File: src/rtl/mips_mc_ctrl_ext.sv
// Multicycle MIPS control FSM with memory wait handshake, PC enable logic and retired-instruction counter.
// Define MIPS_MC_CTRL_DFT_EN to expose the state register on DFT_state (tied to 0 otherwise).
module mips_mc_ctrl_ext #(
  parameter int BIT_SEL   = 3,
  parameter int CNT_WIDTH = 16,
  parameter int STATE_W   = 4
) (
  input  logic                 clk,
  input  logic                 rst,
  input  logic [5:0]           Op,
  input  logic [5:0]           Funct,
  input  logic                 Zero,
  input  logic                 mem_ready,
  output logic                 IorD,
  output logic                 MemWrite,
  output logic                 IRWrite,
  output logic                 RegWrite,
  output logic                 RegDst,
  output logic                 MemtoReg,
  output logic [1:0]           ALUSrcA,
  output logic [1:0]           ALUSrcB,
  output logic                 ImmZext,
  output logic [1:0]           PCSrc,
  output logic [BIT_SEL:0]     ALUControl,
  output logic                 PCEn,
  output logic                 illegal_op,
  output logic [CNT_WIDTH-1:0] retired,
  output logic [STATE_W-1:0]   DFT_state
);

  localparam logic [STATE_W-1:0] S_FETCH    = STATE_W'(0);
  localparam logic [STATE_W-1:0] S_DECODE   = STATE_W'(1);
  localparam logic [STATE_W-1:0] S_MEMADR   = STATE_W'(2);
  localparam logic [STATE_W-1:0] S_MEMRD    = STATE_W'(3);
  localparam logic [STATE_W-1:0] S_MEMWB    = STATE_W'(4);
  localparam logic [STATE_W-1:0] S_MEMWR    = STATE_W'(5);
  localparam logic [STATE_W-1:0] S_RTYPE_EX = STATE_W'(6);
  localparam logic [STATE_W-1:0] S_SHIFT_EX = STATE_W'(7);
  localparam logic [STATE_W-1:0] S_ALU_WB   = STATE_W'(8);
  localparam logic [STATE_W-1:0] S_IMM_EX   = STATE_W'(9);
  localparam logic [STATE_W-1:0] S_IMM_WB   = STATE_W'(10);
  localparam logic [STATE_W-1:0] S_BRANCH   = STATE_W'(11);
  localparam logic [STATE_W-1:0] S_JUMP     = STATE_W'(12);

  localparam int AW = BIT_SEL + 1;
  localparam logic [BIT_SEL:0] ALU_AND = AW'(4'b0000);
  localparam logic [BIT_SEL:0] ALU_OR  = AW'(4'b0001);
  localparam logic [BIT_SEL:0] ALU_ADD = AW'(4'b0010);
  localparam logic [BIT_SEL:0] ALU_SUB = AW'(4'b0110);
  localparam logic [BIT_SEL:0] ALU_SLT = AW'(4'b0111);
  localparam logic [BIT_SEL:0] ALU_SLL = AW'(4'b1000);
  localparam logic [BIT_SEL:0] ALU_SRL = AW'(4'b1001);
  localparam logic [BIT_SEL:0] ALU_NOR = AW'(4'b1100);

  logic [STATE_W-1:0] state, next_state;
  logic [STATE_W-1:0] dec_next;
  logic [BIT_SEL:0]   dec_alu, ex_alu;
  logic               dec_zext, dec_ok;
  logic               is_sw, is_bne, ex_zext;
  logic               retire;

  // Opcode/funct decode, only consumed while in DECODE.
  always_comb begin
    // NOTE: every variable gets a default before the case so no path leaves it unassigned (no latch).
    dec_next = S_FETCH;
    dec_alu  = ALU_ADD;
    dec_zext = 1'b0;
    dec_ok   = 1'b1;
    unique case (Op)
      6'b100011, 6'b101011: dec_next = S_MEMADR;
      6'b000000: begin
        dec_next = S_RTYPE_EX;
        case (Funct)
          6'b100000: dec_alu = ALU_ADD;
          6'b100010: dec_alu = ALU_SUB;
          6'b100100: dec_alu = ALU_AND;
          6'b100101: dec_alu = ALU_OR;
          6'b100111: dec_alu = ALU_NOR;
          6'b101010: dec_alu = ALU_SLT;
          6'b000000: begin dec_alu = ALU_SLL; dec_next = S_SHIFT_EX; end
          6'b000010: begin dec_alu = ALU_SRL; dec_next = S_SHIFT_EX; end
          default:   begin dec_ok = 1'b0; dec_next = S_FETCH; end
        endcase
      end
      6'b000100, 6'b000101: dec_next = S_BRANCH;
      6'b001000: dec_next = S_IMM_EX;
      6'b001100: begin dec_next = S_IMM_EX; dec_alu = ALU_AND; dec_zext = 1'b1; end
      6'b001101: begin dec_next = S_IMM_EX; dec_alu = ALU_OR;  dec_zext = 1'b1; end
      6'b000010: dec_next = S_JUMP;
      default:   dec_ok = 1'b0;
    endcase
  end

  always_comb begin
    next_state = S_FETCH;
    case (state)
      S_FETCH:    next_state = mem_ready ? S_DECODE : S_FETCH;
      S_DECODE:   next_state = dec_next;
      S_MEMADR:   next_state = is_sw ? S_MEMWR : S_MEMRD;
      S_MEMRD:    next_state = mem_ready ? S_MEMWB : S_MEMRD;
      S_MEMWR:    next_state = mem_ready ? S_FETCH : S_MEMWR;
      S_RTYPE_EX: next_state = S_ALU_WB;
      S_SHIFT_EX: next_state = S_ALU_WB;
      S_IMM_EX:   next_state = S_IMM_WB;
      default:    next_state = S_FETCH;
    endcase
  end

  assign retire = (state == S_MEMWB) || (state == S_ALU_WB) || (state == S_IMM_WB) ||
                  (state == S_BRANCH) || (state == S_JUMP) || ((state == S_MEMWR) && mem_ready);

  always_ff @(posedge clk or negedge rst) begin
    if (!rst) begin
      state   <= S_FETCH;
      retired <= '0;
      is_sw   <= 1'b0;
      is_bne  <= 1'b0;
      ex_alu  <= ALU_AND;
      ex_zext <= 1'b0;
    end else begin
      // NOTE: non-blocking assignments so every flop samples pre-edge values.
      state <= next_state;
      if (retire) retired <= retired + 1'b1;
      // Latch the op class so execute states ignore later IR/bus changes.
      if (state == S_DECODE) begin
        is_sw   <= (Op == 6'b101011);
        is_bne  <= (Op == 6'b000101);
        ex_alu  <= dec_alu;
        ex_zext <= dec_zext;
      end
    end
  end

  always_comb begin
    IorD       = 1'b0;
    MemWrite   = 1'b0;
    IRWrite    = 1'b0;
    RegWrite   = 1'b0;
    RegDst     = 1'b0;
    MemtoReg   = 1'b0;
    ALUSrcA    = 2'b00;
    ALUSrcB    = 2'b00;
    ImmZext    = 1'b0;
    PCSrc      = 2'b00;
    ALUControl = ALU_AND;
    PCEn       = 1'b0;
    case (state)
      S_FETCH:    begin ALUSrcB = 2'b01; ALUControl = ALU_ADD; IRWrite = mem_ready; PCEn = mem_ready; end
      S_DECODE:   begin ALUSrcB = 2'b11; ALUControl = ALU_ADD; end
      S_MEMADR:   begin ALUSrcA = 2'b01; ALUSrcB = 2'b10; ALUControl = ALU_ADD; end
      S_MEMRD:    IorD = 1'b1;
      S_MEMWB:    begin MemtoReg = 1'b1; RegWrite = 1'b1; end
      S_MEMWR:    begin IorD = 1'b1; MemWrite = mem_ready; end
      S_RTYPE_EX: begin ALUSrcA = 2'b01; ALUControl = ex_alu; end
      S_SHIFT_EX: begin ALUSrcA = 2'b10; ALUControl = ex_alu; end
      S_ALU_WB:   begin RegDst = 1'b1; RegWrite = 1'b1; end
      S_IMM_EX:   begin ALUSrcA = 2'b01; ALUSrcB = 2'b10; ALUControl = ex_alu; ImmZext = ex_zext; end
      S_IMM_WB:   RegWrite = 1'b1;
      S_BRANCH:   begin ALUSrcA = 2'b01; ALUControl = ALU_SUB; PCSrc = 2'b01; PCEn = is_bne ? ~Zero : Zero; end
      S_JUMP:     begin PCSrc = 2'b10; PCEn = 1'b1; end
      default:    ;
    endcase
    // Strobes are blocked combinationally while reset is held, even within the reset cycle.
    if (!rst) begin
      IRWrite  = 1'b0;
      PCEn     = 1'b0;
      MemWrite = 1'b0;
      RegWrite = 1'b0;
    end
  end

  assign illegal_op = (state == S_DECODE) && !dec_ok;

`ifdef MIPS_MC_CTRL_DFT_EN
  assign DFT_state = state;
`else
  assign DFT_state = '0;
`endif

endmodule

File: config.mk
export PLATFORM = sky130hd
export DESIGN_NAME = mips_mc_ctrl_ext
export DESIGN_NICKNAME = d
export VERILOG_FILES = /design/src/rtl/mips_mc_ctrl_ext.sv
export SDC_FILE = /design/constraint.sdc
export NUM_CORES = 1
export LEC_CHECK = 0
export CORE_ASPECT_RATIO = 1.25
export CORE_MARGIN = 3
export CORE_UTILIZATION = 39
export DETAILED_ROUTE_END_ITERATION = 16
export PLACE_DENSITY = 0.75
export SLEW_MARGIN = 20
export SYNTH_ARGS = -nofsm -noshare
export SYNTH_HDL_FRONTEND = slang
export SYNTH_SLANG_ARGS = --single-unit
File: constraint.sdc
create_clock -name clk -period 2.82 [get_ports clk]
set_input_delay 0.564 -clock clk [delete_from_list [all_inputs] [get_ports clk]]
set_output_delay 0.564 -clock clk [all_outputs]
set_load 0.005 [all_outputs]
# After elaboration in Yosys (flattened, before gate mapping)

Index checks and enable logic that the tools add are counted.

Output and inout bits: 39
Input port bits: 16
Logic and storage cells: 90
Flip-flop bits (word level): 27

Add/sub/neg operators: 1
Mux-type cells: 29
Bitwise logic cells: 1
Eq/ne operators: 27
Reduce and logical (&&, ||, !) cells: 26

Operator list:

| operator                                       | count |
|---|---|
| case mux 4 bit (7 select lines)                | 2 |
| == test 6 bit (second input constant)          | 8 |
| case mux 4 bit (3 select lines)                | 2 |
| == test 4 bit (second input constant)          | 5 |
| case mux 4 bit (5 select lines)                | 1 |
| == test 6 x 4 -> 1 bit (second input constant) | 3 |
| adder 16 x 1 -> 16 bit (second input constant) | 1 |
| == test 4 x 3 -> 1 bit (second input constant) | 4 |
| OR reduction 8 bit                             | 2 |
| 2-to-1 mux 1 bit                               | 15 |
| OR reduction 2 bit                             | 7 |
| == test 6 x 2 -> 1 bit (second input constant) | 2 |
| == test 6 x 3 -> 1 bit (second input constant) | 2 |
| logical NOT 6 bit                              | 2 |
| OR reduction 3 bit                             | 4 |
| 2-to-1 mux 3 bit                               | 3 |
| == test 4 x 2 -> 1 bit (second input constant) | 2 |
| case mux 2 bit (2 select lines)                | 2 |
| case mux 2 bit (3 select lines)                | 1 |
| case mux 3 bit (2 select lines)                | 1 |
| OR reduction 6 bit                             | 1 |
| logical OR 1 bit                               | 5 |
| == test 4 x 1 -> 1 bit (second input constant) | 1 |
| logical NOT 4 bit                              | 1 |
| other kinds (6)                                | 7 |

# Longest topological paths before layout

Depth after elaboration: 6
Mapped depth: 7
Gate-level depth less buffers: 4

# Worst setup path after synthesis

Ideal clock, no wire load.

Kind: input to output
Start point: in Funct[5]
End point: out illegal_op
Stages: 5
Path buffers: 1
Data required time: 2256 ps
Path slack: 657 ps
Arrival time: 1599 ps
Cells stage by stage: clkbuf_1 > or4b_1 > o211ai_1 > a21oi_1 > and3b_1

Longest elaborated chain between the ends: 6
Elaborated cells on any way between the ends: 13
Classes of those cells: eq/ne: 7; mux: 2; reduce/logical: 4

Ends and longest elaborated chain:

| item                                                 | RTL line | source |
|---|---|---|
| start, declared                                      | 11       | `input logic [5:0] Funct,` |
| == test 6 x 2 -> 1 bit, or another cell as far along | 73       | `case (Funct)` |
| OR reduction 8 bit (no line) (*)                     | --       |  |
| 2-to-1 mux 1 bit (*)                                 | 73       |  |
| case mux 1 bit (2 select lines) (*)                  | 69       | `unique case (Op)` |
| logical NOT 1 bit (*)                                | 172      | `assign illegal_op = (state == S_DECODE) && !dec_ok;` |
| logical AND 1 bit (*)                                | 172      |  |
| end, declared                                        | 26       | `output logic illegal_op,` |

Every way passes the cells marked *; elsewhere a longest branch is shown, timed or not.

# Worst setup path in the final report

Start point: in Op[1]
End point: out illegal_op

Longest elaborated chain between the ends: 5
Elaborated cells on any way between the ends: 13
Classes of those cells: eq/ne: 8; mux: 1; reduce/logical: 4

Ends and longest elaborated chain:

| item                                        | RTL line | source |
|---|---|---|
| start, declared                             | 10       | `input logic [5:0] Op,` |
| == test 6 bit, or another cell as far along | 69       |  |
| OR reduction 8 bit (no line)                | --       |  |
| case mux 1 bit (2 select lines) (*)         | 69       |  |
| logical NOT 1 bit (*)                       | 172      |  |
| logical AND 1 bit (*)                       | 172      |  |

Marks and branches as above.

==> results.md <==
* TritonCTS clock tree: built
* CTS Buffer Depth at 2
* Actual slew at the worst max-slew pin at around 0.65 ns
* Crit end category: primary output
* Placement Cell Area at ~2500 um2
* Avg Inst Size Synth at 8.469 um2
* Reg2Reg Depth at 5
* Post-CTS setup buffers at 0
* GRT overflow at 0
* Ys async rst share at between 90% and 100%
* Die height at a little over 80 um
* Final hold violation count at 0
* Layout cells sized above 1 at between 10% and 20%
* Synth Register Bits at 27
* Remaining DRCs at 0
* Slew HR at 56.88%
* RSZ-0062 raised after global routing: no
* Core area at around 4500 um2
* Tmin final at 2.692 ns
* Max-slew violation count at 0
* Number of synthesized flops with an enable pin at 0
* Post-route insts no fill at approximately 340
* Ranking of synthesized cells by area: dfrtp_1, xor2_1, nor3_1
* Final worst-path setup slack at ~0.13 ns
* Routability cong. at 0.9164
* # Max-Cap Violations at 0
* Max IR drop VDD at ~0.00024 V
* Placed Cells incl. Taps at approximately 340
* Gr usage total at between 10% and 20%
* Hpwl dp at between 3 and 4 mm
* Vias in the first global route at 1727
* Synth warnings at 0
* Clock skew at around 0.0026 ns
* Fmax at 0.3714 GHz
* Worst-Skew Late Latency at about 0.27 ns
* DR iter-0 viols at between 100 and 150
* Largest net degree at the start of global routing at 19
* Setup TNS at 0 ns
* Hold Crit Class: flip-flop to flip-flop
* Final Util at between 50 and 60%
* First-pass GRT wire length at ~7.8 mm
* Final Setup Violations at 0
* Layout area overhead at 41.38%
* Seq/Total Area, Yosys at 36.94%
* Post-route cell area at 2586 um2
* CP Cell Sequence: clkdlybuf4s50_1, or3b_2, a21oi_2, o21ai_1, and3b_1, dlygate4sd2_1
* CP Data Required Time at roughly 2.3 ns
* Clock Tree Root: clkbuf_8
* Slowest Stage Delay on Critical Path at approximately 0.47 ns
* Final WL at approximately 4.6 mm
* Netlist cell types at 50
* Total number of vias at 1810
* Row count at 27
* Total Die Area at about 5600 um2
* Pwr dens at 509.6 nW/um2
* N_diodes at 0
* Port Buffer Count at 50
* Leak at approximately 1.1 nW
* Post-Synthesis Cells at between 200 and 250
* Yosys top cell by area: dfrtp_1
* # clock sinks at 27
* H-Tree Depth at 1
* Num ports at 55
* Starting Density at 41.02%
* Critical path arrival at 2.13 ns
* Post-Syn Area at roughly 1800 um2
* Average wire per standard cell at approximately 13 um
* CP max-delay cell: clkdlybuf4s50_1
* DRT Pass-1 Iters at 4
* Post-synth top area share at ~37%
* CTS buffer count at 3
* Die W at 67.26 um
* Detail Route Antenna Nets at 0
* Final nets at 301
* Drt via density at 5.308
* Initial antenna violation count at 0
* Fin Hold WS at roughly 0.48 ns
* Period utilization at 95.47%
* Total chip power at between 1 and 1.5 mW
* Pre-CTS WS at -0.08546 ns
* Status: finished clean
* Critical Setup Path Class: input pin to primary output
* Clock-pin slew on the worst setup and hold paths at about 0.090 ns
* Hold buffers post-CTS at 0
* Most used DFF post-synth: dfrtp_1
* Crit path max fanout at 2
* Hold path cells at 1
* Critical Path Source Type: input pin
==> critical path: cells and delay by family <==
family	cells	cell delay [ns]
buffers and inverters	2	0.72
AOI/OAI and AO/OA	2	0.20
and+or+nand+nor	2	0.63
==> flip-flops by register name (all words and copies together), names as in the netlist <==
name	count
is_bne	1
retired	16
ex_alu	4
is_sw	1
state	4
ex_zext	1
==> per-layer routing <==
layer | track usage [%] | wire length [um] | share of wire, %
met1 | 20.59 | 1839 | 40
met2 | 34.12 | 2476 | 54
met3 | 1.894 | 203 | 4.4
met4 | 5.477 | 53 | 1.2
met5 | 0 | 0 | 0
==> layout make-up <==
type | instances | area [um2]
clock buffer | 4 | 45.04
multi-input combinational | 172 | 1087
fill | 404 | 1873
inverter | 6 | 22.52
timing repair buffer | 74 | 679.4
tap | 58 | 72.57
sequential | 27 | 679.4
==> cells in the mapped netlist, types with 4 or more instances <==
cell      number
a21oi_1       10
nor2_1        14
clkbuf_1       7
buf_4          4
nor3b_1        5
o21ai_0       10
nand2b_1      10
nand3_1        5
nand2_1       21
nor2b_1        6
xor2_1        11
nor3_1        17
xnor2_1        7
inv_1          6
dfrtp_1       27
==> cell families after synthesis <==
| kind of cell | Yosys count | share of synthesized area, % |
|---|---|---|
| and+or+nand+nor | 100 | 29.62 |
| AOI/OAI and AO/OA | 44 | 15.94 |
| DFF | 27 | 36.94 |
| buffers and inverters | 20 | 5.062 |
| xor gates and xnor gates | 18 | 8.618 |
| muxes | 5 | 2.941 |
| adders and majority gates | 1 | 0.6839 |
| other | 1 | 0.2050 |
==> report_power, final <==
group | total, mW | switching [mW] | internal, mW
sequential | 0.529 | 0.0889 | 0.441
clock | 0.220 | 0.119 | 0.101
combinational | 0.568 | 0.250 | 0.318
==> layout by cell type (no fill, tap or decap), drive strengths merged, types with 3 or more instances in the layout <==
| cell | netlist | final |
|---|---|---|
| clkdlybuf4s50 | 0 | 49 |
| dfrtp | 27 | 27 |
| buf | 7 | 24 |
| nand2 | 21 | 21 |
| nor3 | 17 | 17 |
| nor2 | 14 | 14 |
| xor2 | 11 | 11 |
| nand2b | 10 | 10 |
| a21oi | 10 | 10 |
| o21ai | 10 | 10 |
| xnor2 | 7 | 7 |
| nor2b | 6 | 6 |
| inv | 6 | 6 |
| nand3 | 5 | 5 |
| nor3b | 5 | 5 |
| or2 | 5 | 5 |
| conb | 1 | 4 |
| clkbuf | 7 | 4 |
| mux2 | 3 | 3 |
| o31ai | 3 | 3 |
| and3 | 3 | 3 |
| o22ai | 3 | 3 |
| a31oi | 3 | 3 |
==> worst paths after layout <==
kind	start	slack, ns	to
worst max-delay path	Op[1]	0.13	illegal_op
worst min-delay path	retired[15]$_DFFE_PN0P_	0.48	retired[15]$_DFFE_PN0P_
worst max register to register	state[0]$_DFF_PN0_	0.77	state[2]$_DFF_PN0_
worst min register to register	retired[15]$_DFFE_PN0P_	0.48	retired[15]$_DFFE_PN0P_
max in group asynchronous	rst	1.86	retired[4]$_DFFE_PN0P_
min in group asynchronous	rst	0.81	state[0]$_DFF_PN0_
==> timing repair <==
action,4_1_cts,5_1_grt
endpoints found under the setup margin,1,8
hold endpoints to repair,0,0
gates resized for setup,3,6
(Power assumes the default switching activity.)
==> patch 1, RTL diff (same flow settings) <==
Add a define of `MIPS_MC_CTRL_DFT_EN`.
--- a/src/rtl/mips_mc_ctrl_ext.sv
+++ b/src/rtl/mips_mc_ctrl_ext.sv
@@ -1,4 +1,6 @@
 // Multicycle MIPS control FSM with memory wait handshake, PC enable logic and retired-instruction counter.
 // Define MIPS_MC_CTRL_DFT_EN to expose the state register on DFT_state (tied to 0 otherwise).
+`define MIPS_MC_CTRL_DFT_EN
+
 module mips_mc_ctrl_ext #(
   parameter int BIT_SEL   = 3,
Behaviour: not the same (Yosys sat finds a counterexample within 4 cycles, from zero or initial values and one cycle with rst low).
==> patch 1 against the original RTL <==
  * Cell area up 2.7%
  * Sequential cell count stayed put
  * Routed wire length up 3.8%
  * Critical path depth did not move
  * Area after synthesis shrank 0.41%
  * Cell count decreased by 0.29%
  * Largest power group unchanged
  * Synthesized cell count down 2.3%
  * Core utilization grew 1.6 points
  * Worst setup slack worse by 0.044 ns
  * Total power grew 22%
==> patch 1: results (changes against the original RTL) <==
Status
  – Outcome: complete, no violations (unchanged)

Synthesis
  – Post-synthesis adder-cell area fraction: 0.687% (was 0.684%)
  – Largest cells by area after synthesis: dfrtp_1 (37%), xnor2_1 (7.2%), nand2_1 (4.9%) (was dfrtp_1 (37%), xor2_1 (5.3%), nor3_1 (4.7%))
  – Synth Area in Compound Gates: 16.2% (was 15.9%)
  – Sequential area share after synthesis: 37.1% (was 36.9%)
  – Post-synth top cells: dfrtp_1 (27), nand2_1 (24), xnor2_1 (15) (was dfrtp_1 (27), nand2_1 (21), nor3_1 (17))
  – Xor/xnor share of the synthesized area: 8.65% (was 8.62%)
  – Library cells used by synthesis: 55 (was 50)
  – Mux share of post-synthesis cell area: 1.24% (was 2.94%)
  – Avg Inst Size Synth: 8.63 um2 (was 8.47 um2)

Finish
  – Non-clock buffer share: 27.7% (was 26.3%)
  – FF+latch area: 677 um2 (was 679 um2)
  – CLK BUF: 3 (was 4)
  – Clk cell area share: 1.84% (was 1.74%)
  – Multi-input comb cells: 166 (was 172)
  – Final cell count without fillers: 340 (was 341)
  – Fill cells: 406 (was 404)
  – Layout cells sized above 1: 14.2% (was 14.8%)
  – Nonclk buf count: 80 (was 74)
  – Util after Layout: 59.6% (was 58.0%)

Pwr
  – VDD IR max: 0.000285 V (was 0.000241 V)
  – Pleak: 1.10 nW (was 1.08 nW)
  – Sw frac: 37.8% (was 34.7%)
  – Seq pwr share: 35.3% (was 40.2%)
  – Clock network power share: 14.7% (was 16.7%)
  – PD cells: 603 nW/um2 (was 510 nW/um2)

Detailed routing
  – DR iter-0 viols: 71 (was 138)
  – WL/cell: 14.0 um (was 13.4 um)
  – Routed wl met3: 163 um (was 203 um)
  – Vias/cell: 5.50 (was 5.31)
  – WL met2: 2420 um (was 2480 um)

STA
  – Worst slew pin tran: 0.541 ns (was 0.646 ns)

Placed design
  – Placer Congestion: 0.854 (was 0.916)
  – Port Buffers: 54 (was 50)
  – Placed cells: 334 (was 337)
  – Hpwl dp: 3690 um (was 3630 um)
  – Dpl ws: -0.313 ns (was -0.0855 ns)
  – Placed Area: 2560 um2 (was 2520 um2)

Worst setup path
  – Critical Path Source: Op[5] (was Op[1])
  – Critical Path Max Stage Delay: 0.51 ns (was 0.47 ns)

Global routing
  – Routing usage on met2: 33.2% (was 34.1%)
  – Largest net degree at the start of global routing: 27 (was 19)
  – First-pass GRT wire length: 7650 um (was 7800 um)
  – Vias in the first global route: 1,739 (was 1,727)
  – Met3 Resource Use GR: 1.76% (was 1.89%)
[patch 1: cell types whose count changed after synthesis, moves of 4 or more]
cell      unedited run  this run
o21ai_1              0         5
and3_1               3         8
o21ai_0             10         4
xor2_1              11         3
a21oi_1             10         6
nor3_1              17         6
clkbuf_1             7        11
buf_4                4         0
xnor2_1              7        15
nand2b_1            10         6
[patch 1: what timing repair did]
| item | 4_1_cts | 5_1_grt |
|---|---|---|
| buffers inserted | 2 | 0 |
| setup endpoints to repair | 1 | 3 |
| hold endpoints to repair | 0 | 0 |
| pin swaps | 3 | 2 |
| gates resized for setup | 9 | 2 |
[patch 1: worst paths after layout]
check | endpoint | slack [ns] | depth (start not counted)
max | illegal_op | 0.08 | 6
min | retired[15] | 0.47 | 1
max reg2reg | DFT_state[2] | 0.96 | 5
min reg2reg | retired[15] | 0.47 | 1
max in group asynchronous | DFT_state[1] | 1.68 | 2
min in group asynchronous | retired[12] | 0.50 | 1
==> patch 2, RTL diff (same settings) <==
Made on the original files. Register the output `retired` once more; this adds one clock of latency there. The other outputs are not delayed to match. Comments in the files are not updated.
--- a/src/rtl/mips_mc_ctrl_ext.sv
+++ b/src/rtl/mips_mc_ctrl_ext.sv
@@ -52,4 +52,6 @@
   localparam logic [BIT_SEL:0] ALU_SRL = AW'(4'b1001);
   localparam logic [BIT_SEL:0] ALU_NOR = AW'(4'b1100);
+
+  logic [CNT_WIDTH-1:0] retired_s0;
 
   logic [STATE_W-1:0] state, next_state;
@@ -113,5 +115,5 @@
     if (!rst) begin
       state   <= S_FETCH;
-      retired <= '0;
+      retired_s0 <= '0;
       is_sw   <= 1'b0;
       is_bne  <= 1'b0;
@@ -121,5 +123,5 @@
       // NOTE: non-blocking assignments so every flop samples pre-edge values.
       state <= next_state;
-      if (retire) retired <= retired + 1'b1;
+      if (retire) retired_s0 <= retired_s0 + 1'b1;
       // Latch the op class so execute states ignore later IR/bus changes.
       if (state == S_DECODE) begin
@@ -178,4 +180,8 @@
 `endif
 
+  always_ff @(posedge clk) begin
+    retired <= retired_s0;
+  end
+
 endmodule
 
Formal check against the unedited RTL: not equivalent (a bounded check fails within 4 cycles, from zero or initial values and one cycle with rst low).
==> patch 2 against the original RTL <==
  * Area after synthesis up 21%
  * Sequential cell count grew 16
  * Worst setup slack lost 0.014 ns
  * Cell area increased by 17%
  * Routed wire length is 7.5% higher
  * Fmax decreased by 0.53%
  * Total power grew 49%
  * Synthesized cell count up 6.5%
  * Critical path type unchanged
  * Count of clock-buffer cells in the layout up 4
==> patch 2: results (changes against the original RTL) <==
Global routing
  – Vias in the first global route: 1,889 (was 1,727)
  – Routing usage on met2: 27.2% (was 34.1%)
  – Met3 Resource Use GR: 4.14% (was 1.89%)
  – First-pass GRT wire length: 8250 um (was 7800 um)
  – Largest net degree at the start of global routing: 19 (unchanged)
  – Initial antenna violation count: 0 (unchanged)
  – Met1 global-route usage: 17.4% (was 20.6%)
  – GRT Total Usage: 15.9% (was 17.9%)

Synthesis
  – Library cells used by synthesis: 56 (was 50)
  – Async SR Flop Fraction: 62.8% (was 100%)
  – Post-synth top cells: dfrtp_1 (27), nand2_1 (23), dfxtp_1 (16) (was dfrtp_1 (27), nand2_1 (21), nor3_1 (17))
  – Largest cells by area after synthesis: dfrtp_1 (31%), dfxtp_1 (14%), xnor2_1 (4.4%) (was dfrtp_1 (37%), xor2_1 (5.3%), nor3_1 (4.7%))
  – Avg Inst Size Synth: 9.61 um2 (was 8.47 um2)
  – Sequential area share after synthesis: 45.1% (was 36.9%)

Min path
  – WHS Path Cells: 0 (was 1)
  – HP Class: register to register (unchanged)
  – Hold worst-path end: retired[15] (unchanged)
  – HP Start: retired_s0[15] (was retired[15])

Finish
  – Layout cells sized above 1: 16.2% (was 14.8%)
  – Final cell count without fillers: 366 (was 341)
  – Final Net Count: 318 (was 301)
  – Largest registers: retired x16, retired_s0 x16 (was retired x16, ex_alu x4, state x4)

STA
  – Skew final: 0.00729 ns (was 0.00257 ns)
  – # setup viols final: 0 (unchanged)
  – Fin Hold WS: 0.397 ns (was 0.480 ns)
  – Worst slew pin tran: 0.514 ns (was 0.646 ns)

Worst setup path
  – Worst R2R Path Depth: 6 (was 5)
  – Reg2reg end: state[2] (unchanged)
  – R2r setup slk: 0.90 ns (was 0.77 ns)
  – Crit Reg-Reg Startpoint: state[2] (was state[0])
  – Crit Path Max Fanout: 3 (was 2)

Placed design
  – Placer Congestion: 0.883 (was 0.916)
  – Placed Area: 2910 um2 (was 2520 um2)
  – Placed cells: 358 (was 337)
  – Port Buffers: 50 (unchanged)
  – Dpl ws: -0.0741 ns (was -0.0855 ns)
  – Hpwl dp: 3800 um (was 3630 um)

CTS
  – Clk slew on worst S/H paths: 0.07 ns (was 0.09 ns)
  – Post_cts resized: 1 (was 3)
  – CTS buffer count: 5 (was 3)
  – CTS HTree Levels: 2 (was 1)
  – Worst-skew pair later-pin latency: 0.30 ns (was 0.27 ns)
  – Root buffer cell: clkbuf_8 (unchanged)
  – Max clock buf depth: 2 (unchanged)

Pwr
  – Pleak: 1.18 nW (was 1.08 nW)
  – VDD IR max: 0.000301 V (was 0.000241 V)

Detailed routing
  – DR iter-0 viols: 105 (was 138)
  – Routed Wire Length: 4910 um (was 4570 um)
  – Vias/cell: 5.24 (was 5.31)

Status
  – Outcome: complete, no violations (unchanged)
patch 2: changes by cell type after synthesis, sizes merged, moves of 3 or more:
cell / delta
or2: -3
xor2: -4
dfxtp: +16
inv: -3
nor3: -6
xnor2: +4
patch 2: how the worst max path moves through the flow:
stage | to | from | depth (start not counted) | slack, ns
final | PCEn | mem_ready | 6 | 0.11
after global routing | illegal_op | Funct[0] | 6 | 0.02
after CTS | PCEn | state[3] | 5 | 0.02
after detailed placement | illegal_op | Funct[0] | 6 | -0.07
after global placement | illegal_op | Op[1] | 6 | -0.08
after floorplan | illegal_op | Funct[3] | 5 | 0.70
patch 2: report_power, final:
group	switching, mW	internal, mW	total (mW)
Sequential	0.129	0.720	0.850
Clock	0.209	0.283	0.491
Combinational	0.269	0.352	0.621
Total	0.607	1.35	1.96
patch 2: cell families after synthesis:
family          Yosys count  synth area share, %
fa+ha+maj                 1                0.566
other cells               1                0.170
compound gates           44                 13.9
simple gates            101                 26.5
buf+inv                  17                 4.25
flops                    43                 45.1
xor+xnor                 18                 7.13
mux                       5                 2.43
patch 2: per-layer routing:
layer / routed length (um) / part of all wire (%)
met1: 1900 / 39
met3: 286 / 5.8
met5: 0 / 0
met4: 182 / 3.7
met2: 2540 / 52
patch 2: final cells by class:
| type | count | area, um2 |
|---|---|---|
| clock buffers | 8 | 123 |
| fillers | 487 | 2410 |
| inverters | 3 | 11.3 |
| multi-input cells | 173 | 1130 |
| flip-flops and latches | 43 | 1000 |
| well taps | 64 | 80.1 |
| repair buffers | 75 | 687 |
patch 2: worst max-delay path: stages:
cell	delay, ns
clkdlybuf4s50_1	0.49
nand2b_1	0.11
o21ai_0	0.16
a22oi_1	0.11
nor3b_1	0.18
clkdlybuf4s50_1	0.52
